<file path="config.mk">
export PLATFORM = sky130hd
export DESIGN_NAME = pcie_traffic_gen
export DESIGN_NICKNAME = d
export VERILOG_FILES = /design/src/rtl/pcie_traffic_gen.sv
export SDC_FILE = /design/constraint.sdc
export NUM_CORES = 1
export LEC_CHECK = 0
export BUFFER_PORTS_ARGS = -buffer_cell sky130_fd_sc_hd__clkbuf_2
export CORE_MARGIN = 2
export CORE_UTILIZATION = 40
export CTS_CLUSTER_DIAMETER = 50
export DETAILED_ROUTE_END_ITERATION = 8
export PLACE_DENSITY_LB_ADDON = 0.2
export SETUP_SLACK_MARGIN = 0.4
export SYNTH_ARGS = -nofsm -noshare
export SYNTH_HDL_FRONTEND = slang
export SYNTH_SLANG_ARGS = --single-unit
</file>
<file path="constraint.sdc">
create_clock -name clk_i -period 4.7 [get_ports clk_i]
set_input_delay 0.94 -clock clk_i [delete_from_list [all_inputs] [get_ports clk_i]]
set_output_delay 0.94 -clock clk_i [all_outputs]
set_load 0.05 [all_outputs]
</file>
<file path="src/rtl/pcie_traffic_gen.sv">
// Traffic generator/checker for the PCIe QoS interconnect: pushes tagged words, drains the
// destination FIFOs and checks per-destination order and routing. Define TG_LFSR_EN for LFSR routing.
module pcie_traffic_gen #(
    parameter int BW      = 6,
    parameter int NDEST   = 2,
    parameter int DSW     = 1,
    parameter int TIMEOUT = 255
) (
    input  logic                clk_i,
    input  logic                reset_i,
    input  logic                start_i,
    input  logic [7:0]          num_pkts_i,
    input  logic                mode_i,
    input  logic [7:0]          lfsr_seed_i,
    input  logic                main_full_i,
    output logic                main_wr_o,
    output logic [BW-1:0]       main_data_o,
    input  logic [NDEST-1:0]    dst_empty_i,
    input  logic [NDEST-1:0]    dst_error_i,
    output logic [NDEST-1:0]    dst_rd_o,
    input  logic [NDEST*BW-1:0] dst_data_i,
    output logic                busy_o,
    output logic                done_o,
    output logic                pass_o,
    output logic                timed_out_o,
    output logic [7:0]          err_cnt_o,
    output logic [7:0]          rx_cnt_o
);
    localparam int PW  = BW - DSW;
    localparam int IDW = $clog2(TIMEOUT + 1);

    typedef enum logic [1:0] {IDLE, SEND, DRAIN, DONE} state_t;

    state_t           state_q, state_d;
    logic [7:0]       npkts_q, npkts_d;
    logic [7:0]       tx_cnt_q, tx_cnt_d;
    logic [7:0]       rx_cnt_q, rx_cnt_d;
    logic [7:0]       err_cnt_q, err_cnt_d;
    logic [IDW-1:0]   idle_q, idle_d;
    logic             timed_out_q, timed_out_d;
    logic [DSW-1:0]   rr_ptr_q, rr_ptr_d;
    logic [PW-1:0]    tx_seq_q [NDEST];
    logic [PW-1:0]    tx_seq_d [NDEST];
    logic [PW-1:0]    rx_seq_q [NDEST];
    logic [PW-1:0]    rx_seq_d [NDEST];
    logic [NDEST-1:0] dst_rd_q, dst_rd_d;
    logic [NDEST-1:0] chk_vld_q, chk_vld_d;

    logic             busy;
    logic             push;
    logic [DSW-1:0]   cur_dest;
    logic [BW-1:0]    cur_word;
    logic [7:0]       rx_inc;
    logic [7:0]       err_inc;

    function automatic logic [7:0] sat_add8(input logic [7:0] a, input logic [7:0] b);
        logic [8:0] s;
        s = {1'b0, a} + {1'b0, b};
        return s[8] ? 8'hFF : s[7:0];
    endfunction

`ifdef TG_LFSR_EN
    logic [7:0] lfsr_q, lfsr_d;
    logic       mode_q, mode_d;

    // Fibonacci LFSR, taps 8,6,5,4
    function automatic logic [7:0] lfsr_step(input logic [7:0] s);
        return {s[6:0], s[7] ^ s[5] ^ s[4] ^ s[3]};
    endfunction

    assign cur_dest = mode_q ? lfsr_q[DSW-1:0] : rr_ptr_q;
`else
    logic unused_cfg;
    assign unused_cfg = ^{mode_i, lfsr_seed_i};
    assign cur_dest   = rr_ptr_q;
`endif

    assign busy     = (state_q == SEND) || (state_q == DRAIN);
    assign cur_word = {cur_dest, tx_seq_q[cur_dest]};

    always_ff @(posedge clk_i) begin
        if (reset_i) begin
            state_q     <= IDLE;
            npkts_q     <= '0;
            tx_cnt_q    <= '0;
            rx_cnt_q    <= '0;
            err_cnt_q   <= '0;
            idle_q      <= '0;
            timed_out_q <= 1'b0;
            rr_ptr_q    <= '0;
            dst_rd_q    <= '0;
            chk_vld_q   <= '0;
            for (int d = 0; d < NDEST; d++) begin
                tx_seq_q[d] <= '0;
                rx_seq_q[d] <= '0;
            end
`ifdef TG_LFSR_EN
            lfsr_q      <= 8'h01;
            mode_q      <= 1'b0;
`endif
        end else begin
            state_q     <= state_d;
            npkts_q     <= npkts_d;
            tx_cnt_q    <= tx_cnt_d;
            rx_cnt_q    <= rx_cnt_d;
            err_cnt_q   <= err_cnt_d;
            idle_q      <= idle_d;
            timed_out_q <= timed_out_d;
            rr_ptr_q    <= rr_ptr_d;
            dst_rd_q    <= dst_rd_d;
            chk_vld_q   <= chk_vld_d;
            for (int d = 0; d < NDEST; d++) begin
                tx_seq_q[d] <= tx_seq_d[d];
                rx_seq_q[d] <= rx_seq_d[d];
            end
`ifdef TG_LFSR_EN
            lfsr_q      <= lfsr_d;
            mode_q      <= mode_d;
`endif
        end
    end

    always_comb begin
        state_d     = state_q;
        npkts_d     = npkts_q;
        tx_cnt_d    = tx_cnt_q;
        idle_d      = idle_q;
        timed_out_d = timed_out_q;
        rr_ptr_d    = rr_ptr_q;
`ifdef TG_LFSR_EN
        lfsr_d      = lfsr_q;
        mode_d      = mode_q;
`endif
        for (int d = 0; d < NDEST; d++) begin
            tx_seq_d[d] = tx_seq_q[d];
            rx_seq_d[d] = rx_seq_q[d];
        end
        push        = 1'b0;
        main_wr_o   = 1'b0;
        main_data_o = '0;
        rx_inc      = '0;
        err_inc     = '0;

        // Data on a destination is checked one cycle after its registered read strobe.
        if (busy) begin
            for (int d = 0; d < NDEST; d++) begin
                if (chk_vld_q[d]) begin
                    rx_seq_d[d] = rx_seq_q[d] + 1'b1;
                    rx_inc      = rx_inc + 8'd1;
                    if (dst_data_i[d*BW +: BW] != {DSW'(d), rx_seq_q[d]}) begin
                        err_inc = err_inc + 8'd1;
                    end
                end
            end
        end
        rx_cnt_d  = rx_cnt_q + rx_inc;
        err_cnt_d = sat_add8(err_cnt_q, err_inc);

        case (state_q)
            IDLE, DONE: begin
                if (start_i) begin
                    npkts_d     = num_pkts_i;
                    tx_cnt_d    = '0;
                    rx_cnt_d    = '0;
                    err_cnt_d   = '0;
                    idle_d      = '0;
                    timed_out_d = 1'b0;
                    rr_ptr_d    = '0;
                    for (int d = 0; d < NDEST; d++) begin
                        tx_seq_d[d] = '0;
                        rx_seq_d[d] = '0;
                    end
`ifdef TG_LFSR_EN
                    lfsr_d      = (lfsr_seed_i == 8'h00) ? 8'h01 : lfsr_seed_i;
                    mode_d      = mode_i;
`endif
                    state_d     = (num_pkts_i == 8'd0) ? DONE : SEND;
                end
            end
            SEND: begin
                main_data_o = cur_word;
                if (!main_full_i) begin
                    main_wr_o = 1'b1;
                    push      = 1'b1;
                    tx_cnt_d  = tx_cnt_q + 8'd1;
                    if (tx_cnt_d == npkts_q) begin
                        state_d = DRAIN;
                    end
                end
            end
            DRAIN: begin
                if (rx_cnt_d == npkts_q) begin
                    state_d = DONE;
                end else if (rx_inc != 8'd0) begin
                    idle_d = '0;
                end else if (idle_q == IDW'(TIMEOUT - 1)) begin
                    timed_out_d = 1'b1;
                    state_d     = DONE;
                end else begin
                    idle_d = idle_q + 1'b1;
                end
            end
            default: state_d = IDLE;
        endcase

        if (push) begin
            rr_ptr_d = (rr_ptr_q == DSW'(NDEST - 1)) ? '0 : rr_ptr_q + 1'b1;
`ifdef TG_LFSR_EN
            lfsr_d   = lfsr_step(lfsr_q);
`endif
            for (int d = 0; d < NDEST; d++) begin
                if (cur_dest == DSW'(d)) begin
                    tx_seq_d[d] = tx_seq_q[d] + 1'b1;
                end
            end
        end

        // Reads issue only while the run is live; errored destinations are never touched.
        if ((state_d == SEND) || (state_d == DRAIN)) begin
            dst_rd_d = ~dst_empty_i & ~dst_error_i;
        end else begin
            dst_rd_d = '0;
        end
        chk_vld_d = dst_rd_q;
    end

    assign dst_rd_o    = dst_rd_q;
    assign busy_o      = busy;
    assign done_o      = (state_q == DONE);
    assign pass_o      = (state_q == DONE) && (err_cnt_q == 8'd0) && !timed_out_q;
    assign timed_out_o = timed_out_q;
    assign err_cnt_o   = err_cnt_q;
    assign rx_cnt_o    = rx_cnt_q;

endmodule
</file>
### Yosys cells after proc, flatten, opt, wreduce, memory -nomap -nowiden

Memory sizes are Yosys's and may differ from the RTL's. A register that Yosys moved wholly into a read port is not among the register bits.
Cells that the tools add are included.

* memories kept: 2
* logic and storage cells: 127
* output and inout bits: 29
* RAM bits: 20
* bits of input ports: 37
* bits in registers: 48

* reduce and logical (&&, ||, !) cells: 20
* add/sub/neg operators: 11
* multiplexer cells: 60
* bitwise operators: 8
* equality and inequality tests: 16

Memories
* rx_seq_q: depth 2, width 5, rd ports 2, clocked after Yosys merged registers in 0, wr ports 2, RTL line 44 `logic [PW-1:0] rx_seq_q [NDEST];`
* tx_seq_q: depth 2, width 5, rd ports 3, clocked after Yosys merged registers in 1, wr ports 2, RTL line 42 `logic [PW-1:0] tx_seq_q [NDEST];`

Operator list (count)
* two-way mux 8 bit: 17
* two-way mux 10 bit: 6
* two-way mux 5 bit: 8
* adder 8 x 1 -> 8 bit, second input constant: 4
* case mux 8 bit (2 select lines): 2
* adder 5 x 1 -> 5 bit, second input constant: 4
* two-way mux 1 bit: 17
* equality test 8 bit: 2
* zero test 8 bit: 2
* two-way mux 2 bit: 7
* adder 8 x 8 -> 9 bit: 1
* adder 8 bit: 1
* equality test 8 bit, second input constant: 1
* inequality test 2 bit, second input constant: 4
* nonzero test 2 bit: 4
* nonzero test 8 bit: 1
* equality test 2 bit, second input constant: 3
* two-way mux 6 bit: 1
* inequality test 6 x 5 -> 1 bit: 1
* inequality test 6 bit: 1
* case mux 2 bit (3 select lines): 1
* AND reduction 5 bit: 1
* equality test 2 x 1 -> 1 bit, second input constant: 2
* inverter 2 bit: 2
* other kinds (15): 22

### Logic depth before layout (Yosys ltp)

Gate-level depths: netlist of run 1.

* depth in word-level cells: 14
* gate-level depth with buffers: 14
* gate-level depth less buffers: 13

### Least setup slack after synthesis of run 1

No wires, ideal clock.

* kind: reg2reg
* start: register state_q[0]
* end: register idle_q[2]
* path slack: 1379 ps
* library setup time: 71 ps
* path buffers: 2
* stages on the path, launching flop included: 15
* data arrival time: 3250 ps
* period minus slack after synthesis: 3321 ps
* data required time: 4629 ps
* path through: dfxtp_1 -> inv_1 -> ha_1 -> clkbuf_1 -> nor2b_1 -> ha_1 -> fa_1 -> nand2_1 -> nor2_1 -> xnor2_1 -> o2111ai_1 -> o21ai_1 -> clkbuf_1 -> or4b_2 -> a21oi_1

* longest elaborated chain between the ends: 7
* elaborated cells on any way between the ends: 18
* those cells by class: 1 x add/sub; 7 x eq/ne; 4 x mux; 6 x reduce/logical

Ends and longest elaborated chain
* from (decl): RTL line 34 `state_t state_q, state_d;`
* from (signal assigned): RTL line 102 `state_q <= state_d;`
* equality test 2 x 1 -> 1 bit or equality test 2 bit (tied branches): RTL line 78, 159
* logical OR 1 bit: RTL line 78 `assign busy = (state_q == SEND) || (state_q == DRAIN);`
* two-way mux 8 bit: RTL line 145 `if (busy) begin`
* adder 8 bit or nonzero test 8 bit (tied branches): RTL line 156, 194
* equality test 8 bit or two-way mux 8 bit (tied branches): RTL line 192, 194
* inequality test 2 bit (no line) or two-way mux 8 bit (tied branches)
* AND reduction 4 bit (no line) or case mux 8 bit (2 select lines) (tied branches)
* to (signal assigned): RTL line 107 `idle_q <= idle_d;`
* to (decl): RTL line 39 `logic [IDW-1:0] idle_q, idle_d;`

Several ways; a longest one is shown, not always the timed one. The select of a mux whose other input is x is not followed.
A chain may end at the register's enable or synchronous reset.

### Worst setup path in the final report of run 1

* start: register state_q[0]
* end: register idle_q[0]

The elaborated chain is that of the path after synthesis.

==> flow_summary.rst, run 1 <==
.. list-table::
   :header-rows: 1

   * - Metric
     - Value
   * - # placed instances
     - 633
   * - Cell Rows
     - 35
   * - Cell depth of the worst flop-to-flop path
     - 12
   * - Required @ worst endpoint
     - 4940 ps
   * - Worst VDD drop
     - 0.144 mV
   * - Most repeated library cell on the critical path
     - sky130_fd_sc_hd__ha_1
   * - Setup Viol. Count Final
     - 0
   * - Drt first pass iters
     - 4
   * - Hold path start
     - dst_rd_o[1]
   * - Final routed DRC violation total
     - 0
   * - Number of vias per cell after detailed routing
     - 5.27
   * - Final clock skew
     - 9.14 ps
   * - Critical register-to-register path endpoint
     - idle_q[0]
   * - Area inside the core boundary
     - 9240 um2
   * - Synth Area in Adders
     - 6.29%
   * - Initial antenna violation count
     - 0
   * - Largest net degree at the start of global routing
     - 51
   * - Syn_nets
     - 521
   * - Worst Hold Endpoint
     - chk_vld_q[1]
   * - Result of the run
     - finished clean
   * - Count of boundary I/O pins
     - 66
   * - Share of the yosys chip area belonging to registers
     - 36.2%
   * - Hold-fix buffers, CTS
     - 0
   * - Number of port buffers
     - 56
   * - Leakage Power
     - 1.66 nW
   * - Number of synthesized flops with an enable pin
     - 0
   * - HPWL after detailed placement
     - 6560 um
   * - Gpl congestion
     - 0.830
   * - Hold depth
     - 1
   * - Commonest cells in the netlist
     - 69 x sky130_fd_sc_hd__dfxtp_1, 60 x sky130_fd_sc_hd__nor2_1, 44 x sky130_fd_sc_hd__a21oi_1
   * - Max Freq
     - 266 MHz
   * - Post-Route Setup TNS
     - 0 ps
   * - Worst setup SP type
     - register
   * - Count of distinct cell types in the synthesized netlist
     - 51
   * - Number of setup buffers added after CTS
     - 0
   * - Nets
     - 570
   * - Worst hold-check slack
     - 462 ps
   * - Post-cts sizing count
     - 0
   * - Critical path's slowest cell
     - sky130_fd_sc_hd__o21ai_1
   * - Pwr Density
     - 281 nW/um2
   * - Main combinational cell family by area after synthesis
     - simple AND/OR/NAND/NOR gates
   * - RSZ-0062 raised after global routing
     - false
   * - Cell chosen for the clock root
     - sky130_fd_sc_hd__clkbuf_8
   * - Post-layout total power
     - 1.23 mW
   * - Max-Slew Margin vs Limit
     - 37.4%
   * - Most frequently used flop master after synthesis
     - sky130_fd_sc_hd__dfxtp_1
   * - Overall fraction of global-route tracks in use
     - 18.3%
   * - Htree depth
     - 3
   * - Iteration-0 DRC count of the detailed router
     - 165
   * - Total vias in the final route
     - 3412
   * - Hold Path Class
     - register to register
   * - Reg clk slew, reported paths
     - 80 ps
   * - Warning count from the yosys run
     - 0
   * - Total CTS buffers
     - 9
   * - Register-to-register setup slack
     - 940 ps
   * - Simple logic cell fraction of the synthesized area
     - 26.3%
   * - Total clock sinks
     - 69
   * - Min cycle time layout
     - 3760 ps
   * - Max_cap viols
     - 0
   * - Maximum buffer depth of the clock tree
     - 2
   * - Main area contributors after synthesis
     - sky130_fd_sc_hd__dfxtp_1 36%, sky130_fd_sc_hd__nor2_1 5.9%, sky130_fd_sc_hd__a21oi_1 5.8%, sky130_fd_sc_hd__xnor2_1 5.5%, sky130_fd_sc_hd__ha_1 5.2%
   * - Share of Yosys cell area claimed by the top area cell type
     - 36.2%
   * - WS Path Type
     - register to register
   * - Die Span X
     - 102 um
   * - Ant. Diodes
     - 0
   * - Kind of end point of the critical path
     - register
   * - Die Area
     - 10300 um2
   * - Antenna viol nets, final
     - 0
   * - Initial core utilization
     - 41.3%
   * - Number of fill cells in the layout
     - 937
   * - Cells after synthesis
     - 466
   * - Number of endpoints with negative hold slack in the final report
     - 0
   * - Final Cycle Share
     - 80.0%
   * - Cell family contributing the most delay on the critical path
     - adder cells
   * - Synth-to-Final Area Change
     - 14.6%
   * - Wire length after detailed routing
     - 9040 um
   * - Synthesized-area fraction occupied by ao, oa, aoi and oai cells
     - 14.7%
   * - Critical path buffers and inverters
     - 1
   * - Cell Area, Synth
     - 3820 um2
   * - Worst reg2reg path startpoint
     - state_q[0]
   * - Final Instance Count excl. Fillers
     - 648
   * - Via count of the first global-routing pass
     - 3107
   * - TritonCTS clock tree
     - built
   * - Max stage delay on crit path
     - 650 ps
   * - Multiplexer share of the synthesized area
     - 2.69%
   * - Worst Path Arrival
     - 4000 ps
   * - Top-count cell post-synth
     - sky130_fd_sc_hd__dfxtp_1
   * - Cell type with the highest aggregate area in the netlist
     - sky130_fd_sc_hd__dfxtp_1
   * - Floorplan die height
     - 102 um
   * - Flip-flop and latch count after synthesis
     - 69
   * - Post-Synth XOR/XNOR Area
     - 10.6%
   * - Share of post-route cells with drive strength above 1
     - 16.4%
   * - Final slew viol count
     - 0
   * - Proportion of register bits with asynchronous set or reset after synthesis
     - 0%
   * - First-pass GRT wire length
     - 14900 um
   * - Drt wl/cell
     - 13.9 um
   * - Overflow left after global routing
     - 0
   * - Clock latency on the worst-skew pair
     - 350 ps
   * - Mapped Avg Cell Area
     - 8.20 um2
   * - Crit path cell chain
     - inv_1 > ha_1 > nor2b_1 > ha_1 > fa_1 > xor2_1 > nor3_1 > o31a_1 > nand4_1 > o21ai_1 > a21oi_1 > mux2_2
   * - Measured slew at the worst slew-check pin
     - 936 ps
   * - Critical path peak fanout
     - 13
==> power breakdown <==
part           internal, mW  total, mW  switching [mW]  leakage (nW)
Clock                 0.239      0.464           0.225        0.0919
Sequential            0.595      0.611          0.0153         0.558
Combinational        0.0528      0.155           0.102          1.01
Total                 0.888       1.23           0.342          1.66
==> kinds of logic (layout without fill, tap and decap cells) <==
kind of cell               Yosys count  in the layout
AOI/OAI and AO/OA                   93             93
xor gates and xnor gates            43             43
adders and majority gates           18             18
buffers and inverters               33             86
DFF                                 69             69
muxes                               10             10
and+or+nand+nor                    200            200
==> worst max path at each step <==
stage / from / end / slack, ps / cells past startpoint
5_1_grt: state_q[0] / idle_q[1] / 650 / 12
2_1_floorplan: state_q[0] / idle_q[2] / 1380 / 14
3_3_place_gp: dst_data_i[6] / err_cnt_o[0] / 1020 / 14
3_5_place_dp: state_q[0] / idle_q[1] / 950 / 12
4_1_cts: state_q[0] / idle_q[1] / 930 / 12
6_report: state_q[0] / idle_q[0] / 940 / 12
==> sequential cells by signal, summed over array words and instances (netlist names), named ones only <==
signal and count:
rx_seq_q 10, tx_seq_q 10, err_cnt_o 8, idle_q 8, npkts_q 8, rx_cnt_o 8, tx_cnt_q 8, chk_vld_q 2
dst_rd_o 2, state_q 2, cur_dest 1, timed_out_o 1
==> cells in the final DEF, fill, tap and decap left out, types with 6 or more instances in the layout <==
cell / count
sky130_fd_sc_hd__or2_2: 6
sky130_fd_sc_hd__nor2b_1: 17
sky130_fd_sc_hd__nor2_1: 60
sky130_fd_sc_hd__or4_1: 6
sky130_fd_sc_hd__mux2i_1: 8
sky130_fd_sc_hd__nor3_1: 12
sky130_fd_sc_hd__nand4_1: 12
sky130_fd_sc_hd__o21ai_0: 18
sky130_fd_sc_hd__nand2_1: 33
sky130_fd_sc_hd__dfxtp_1: 69
sky130_fd_sc_hd__clkbuf_8: 9
sky130_fd_sc_hd__a21oi_1: 44
sky130_fd_sc_hd__a31oi_1: 6
sky130_fd_sc_hd__inv_1: 13
sky130_fd_sc_hd__clkbuf_2: 56
sky130_fd_sc_hd__xnor2_1: 24
sky130_fd_sc_hd__xor2_1: 17
sky130_fd_sc_hd__nor4_1: 7
sky130_fd_sc_hd__ha_1: 16
sky130_fd_sc_hd__nand3_1: 23
==> layout make-up <==
cell class | count | area [um2] | area share (%)
clock buffer | 10 | 128 | 2.92
clock inverter | 5 | 52.6 | 1.20
inverter | 14 | 52.6 | 1.20
multi-input combinational | 364 | 2310 | 52.9
sequential | 69 | 1380 | 31.6
tap | 129 | 161 | 3.69
timing repair buffer | 57 | 288 | 6.57
==> through the flow <==
step	utilization (%)	setup WS, ps	cell area [um2]
floorplan	-	1380	3820
global placement	45.4	1020	4200
detailed placement	45.4	945	4200
CTS	47.4	928	4380
global route	47.4	654	4380
finish	47.4	940	4380
==> metal layers <==
metal / up-vias / global-route usage [%] / routed length, um
met3: 7 / 4.90 / 314
li1: 1740 / - / -
met4: 0 / 4.47 / 49
met1: 1612 / 24.7 / 4410
met2: 53 / 29.1 / 4260
met5: - / 0 / 0
(Power assumes the default switching activity.)
==> run 2: changes to the inputs <==
Clock period 4.7 ns to 3.6 ns, I/O delays scaled along.
==> run 2 against run 1 <==
Compared with the run above:
- via count grew 1.4%
- wire length grew 1.9%
- critical path type unchanged
- register-to-register slack lost 460 ps
- fmax grew 21%
- critical path depth grew 1
- die area is the same
- first-iteration DRC count shrank 16%
- design area grew 5.3%
- non-clock buffer count grew 10
- worst hold slack lost 3.2 ps
- largest cell class unchanged
- clock skew grew 1.4 ps
- sequential cell count is the same
==> flow_summary.rst, run 2 (synthesis gave the netlist of run 1 again) <==
.. list-table::
   :header-rows: 1

   * - Metric
     - Value
   * - Max_cap viols
     - 0 (unchanged)
   * - Worst reg2reg path startpoint
     - chk_vld_q[0]
   * - Number of fill cells in the layout
     - 904 (-3.5%)
   * - Post-Route Setup TNS
     - 0 ps (unchanged)
   * - Die Span X
     - 102 um (unchanged)
   * - Hold path start
     - dst_rd_o[0]
   * - First-pass GRT wire length
     - 14500 um (-2.6%)
   * - Result of the run
     - finished clean
   * - Largest net degree at the start of global routing
     - 34 (-33%)
   * - Antenna viol nets, final
     - 0 (unchanged)
   * - Nets
     - 580 (+1.8%)
   * - Final routed DRC violation total
     - 0 (unchanged)
   * - Leakage Power
     - 1.74 nW (+4.4%)
   * - Critical path buffers and inverters
     - 2 (+1)
   * - Synth-to-Final Area Change
     - 20.6%
   * - Max stage delay on crit path
     - 570 ps (-80 ps)
   * - HPWL after detailed placement
     - 6710 um (+2.3%)
   * - Largest registers
     - rx_seq_q x10, tx_seq_q x10
   * - Drt first pass iters
     - 4 (unchanged)
   * - Final critical-path setup slack
     - 483 ps (-458 ps)
   * - Final Cycle Share
     - 86.6% (+6.6 points)
   * - Initial core utilization
     - 41.3% (unchanged)
   * - Most common library cell in the layout ignoring fill and taps
     - sky130_fd_sc_hd__dfxtp_1
   * - Htree depth
     - 3 (unchanged)
   * - Count of boundary I/O pins
     - 66 (unchanged)
   * - Worst hold-check slack
     - 459 ps (-3.16 ps)
   * - Clock latency on the worst-skew pair
     - 350 ps (about the same)
   * - Ant. Diodes
     - 0 (unchanged)
   * - Cell chosen for the clock root
     - sky130_fd_sc_hd__clkbuf_8
   * - Kind of end point of the critical path
     - register
   * - WS Path Type
     - register to register
   * - Maximum buffer depth of the clock tree
     - 2 (unchanged)
   * - Pwr Density
     - 377 nW/um2 (+34%)
   * - Critical path's slowest cell
     - sky130_fd_sc_hd__fa_2
   * - Critical path peak fanout
     - 8 (-5)
   * - Reg clk slew, reported paths
     - 70 ps (about the same)
   * - Die Area
     - 10300 um2 (unchanged)
   * - Launching element of the worst setup path
     - chk_vld_q[0]
   * - Worst VDD drop
     - 0.206 mV (+43%)
   * - Required @ worst endpoint
     - 3880 ps (-1060 ps)
   * - Worst Path Arrival
     - 3400 ps (-600 ps)
   * - Setup Viol. Count Final
     - 0 (unchanged)
   * - Floorplan die height
     - 102 um (unchanged)
   * - Final slew viol count
     - 0 (unchanged)
   * - Min cycle time layout
     - 3120 ps (-642 ps)
   * - Wire length after detailed routing
     - 9210 um (+1.9%)
   * - Total vias in the final route
     - 3461 (+1.4%)
   * - Crit path cell chain
     - ha_1 > nor2b_1 > ha_2 > fa_2 > xor2_2 > nor3_2 > o31a_1 > nand4_1 > buf_4 > o21ai_4 > buf_6 > or4_1 > a21oi_1
   * - Initial antenna violation count
     - 0 (unchanged)
   * - Worst setup SP type
     - register
   * - Post-DP Area
     - 4240 um2 (+0.89%)
   * - Post-layout total power
     - 1.74 mW (+41%)
   * - Worst slack, placed
     - 221 ps (-724 ps)
   * - Area inside the core boundary
     - 9240 um2 (unchanged)
   * - TritonCTS clock tree
     - built
   * - Gpl congestion
     - 0.827 (-0.33%)
   * - Measured slew at the worst slew-check pin
     - 855 ps (-81.7 ps)
   * - Via count of the first global-routing pass
     - 3014 (-3.0%)
   * - Hold-fix buffers, CTS
     - 0 (unchanged)
   * - Cell family contributing the most delay on the critical path
     - adder cells
   * - Share of post-route cells with drive strength above 1
     - 21.3% (+4.9 points)
   * - Max-Slew Margin vs Limit
     - 43.0% (+5.6 points)
   * - Number of vias per cell after detailed routing
     - 5.25 (-0.26%)
   * - Final clock skew
     - 10.5 ps (+1.38 ps)
   * - Max Freq
     - 321 MHz (+21%)
   * - RSZ-0062 raised after global routing
     - true
   * - Total clock sinks
     - 69 (unchanged)
   * - Number of endpoints with negative hold slack in the final report
     - 0 (unchanged)
   * - Highest-count cells in the layout ignoring fill and taps
     - 67 x sky130_fd_sc_hd__dfxtp_1, 59 x sky130_fd_sc_hd__nor2_1, 56 x sky130_fd_sc_hd__clkbuf_2
   * - Fin area
     - 4610 um2 (+5.3%)
   * - Overall fraction of global-route tracks in use
     - 18.0% (-0.31 points)
   * - Hold Path Class
     - register to register
   * - Number of port buffers
     - 56 (unchanged)
   * - Drt wl/cell
     - 14.0 um (+0.18%)
   * - Total CTS buffers
     - 9 (unchanged)
   * - Iteration-0 DRC count of the detailed router
     - 138 (-16%)
   * - Cell Rows
     - 35 (unchanged)
   * - Overflow left after global routing
     - 0 (unchanged)
==> run 2: power breakdown <==
group	switching [mW]	internal, mW
sequential	0.0200	0.777
clock	0.300	0.410
combinational	0.144	0.0860
total	0.464	1.27
==> run 2: final timing paths <==
check	end	slack, ps	cells past startpoint
worst max register to register	idle_q[5]	480	13
worst min register to register	chk_vld_q[0]	460	1
worst min-delay path	chk_vld_q[0]	460	1
worst max-delay path	idle_q[5]	480	13
==> run 2: final cells by class <==
class                           count  area (um2)  share of cell area [%]
Multi-Input combinational cell    364        2420                    52.4
Timing Repair Buffer               67         367                    7.96
Tap cell                          129         161                    3.50
Inverter                           14        52.6                    1.14
Clock inverter                      5        83.8                    1.82
Sequential cell                    69        1390                    30.1
Clock buffer                       11         141                    3.07
==> run 2: metrics by stage <==
| step | std cells | utilization (%) |
|---|---|---|
| 6_report | 659 | 49.9 |
| 5_1_grt | 659 | 49.9 |
| 4_1_cts | 655 | 49.0 |
| 3_5_place_dp | 638 | 45.8 |
| 3_3_place_gp | 638 | 45.8 |
| 2_1_floorplan | 466 | - |
==> run 2: timing repair <==
item / CTS / global route
endpoints found under the setup margin: 8 / 14
buffers inserted: 1 / 4
gates resized for setup: 12 / 11
pin swaps: 3 / 6
==> run 2: layer usage <==
| metal | global-route usage [%] | vias up | part of all wire (%) |
|---|---|---|---|
| met2 | 28.7 | 78 | 46 |
| met4 | 6.34 | 0 | 1.4 |
| li1 | - | 1764 | - |
| met5 | 0 | - | 0 |
| met3 | 3.66 | 13 | 4.3 |
| met1 | 24.2 | 1606 | 48 |
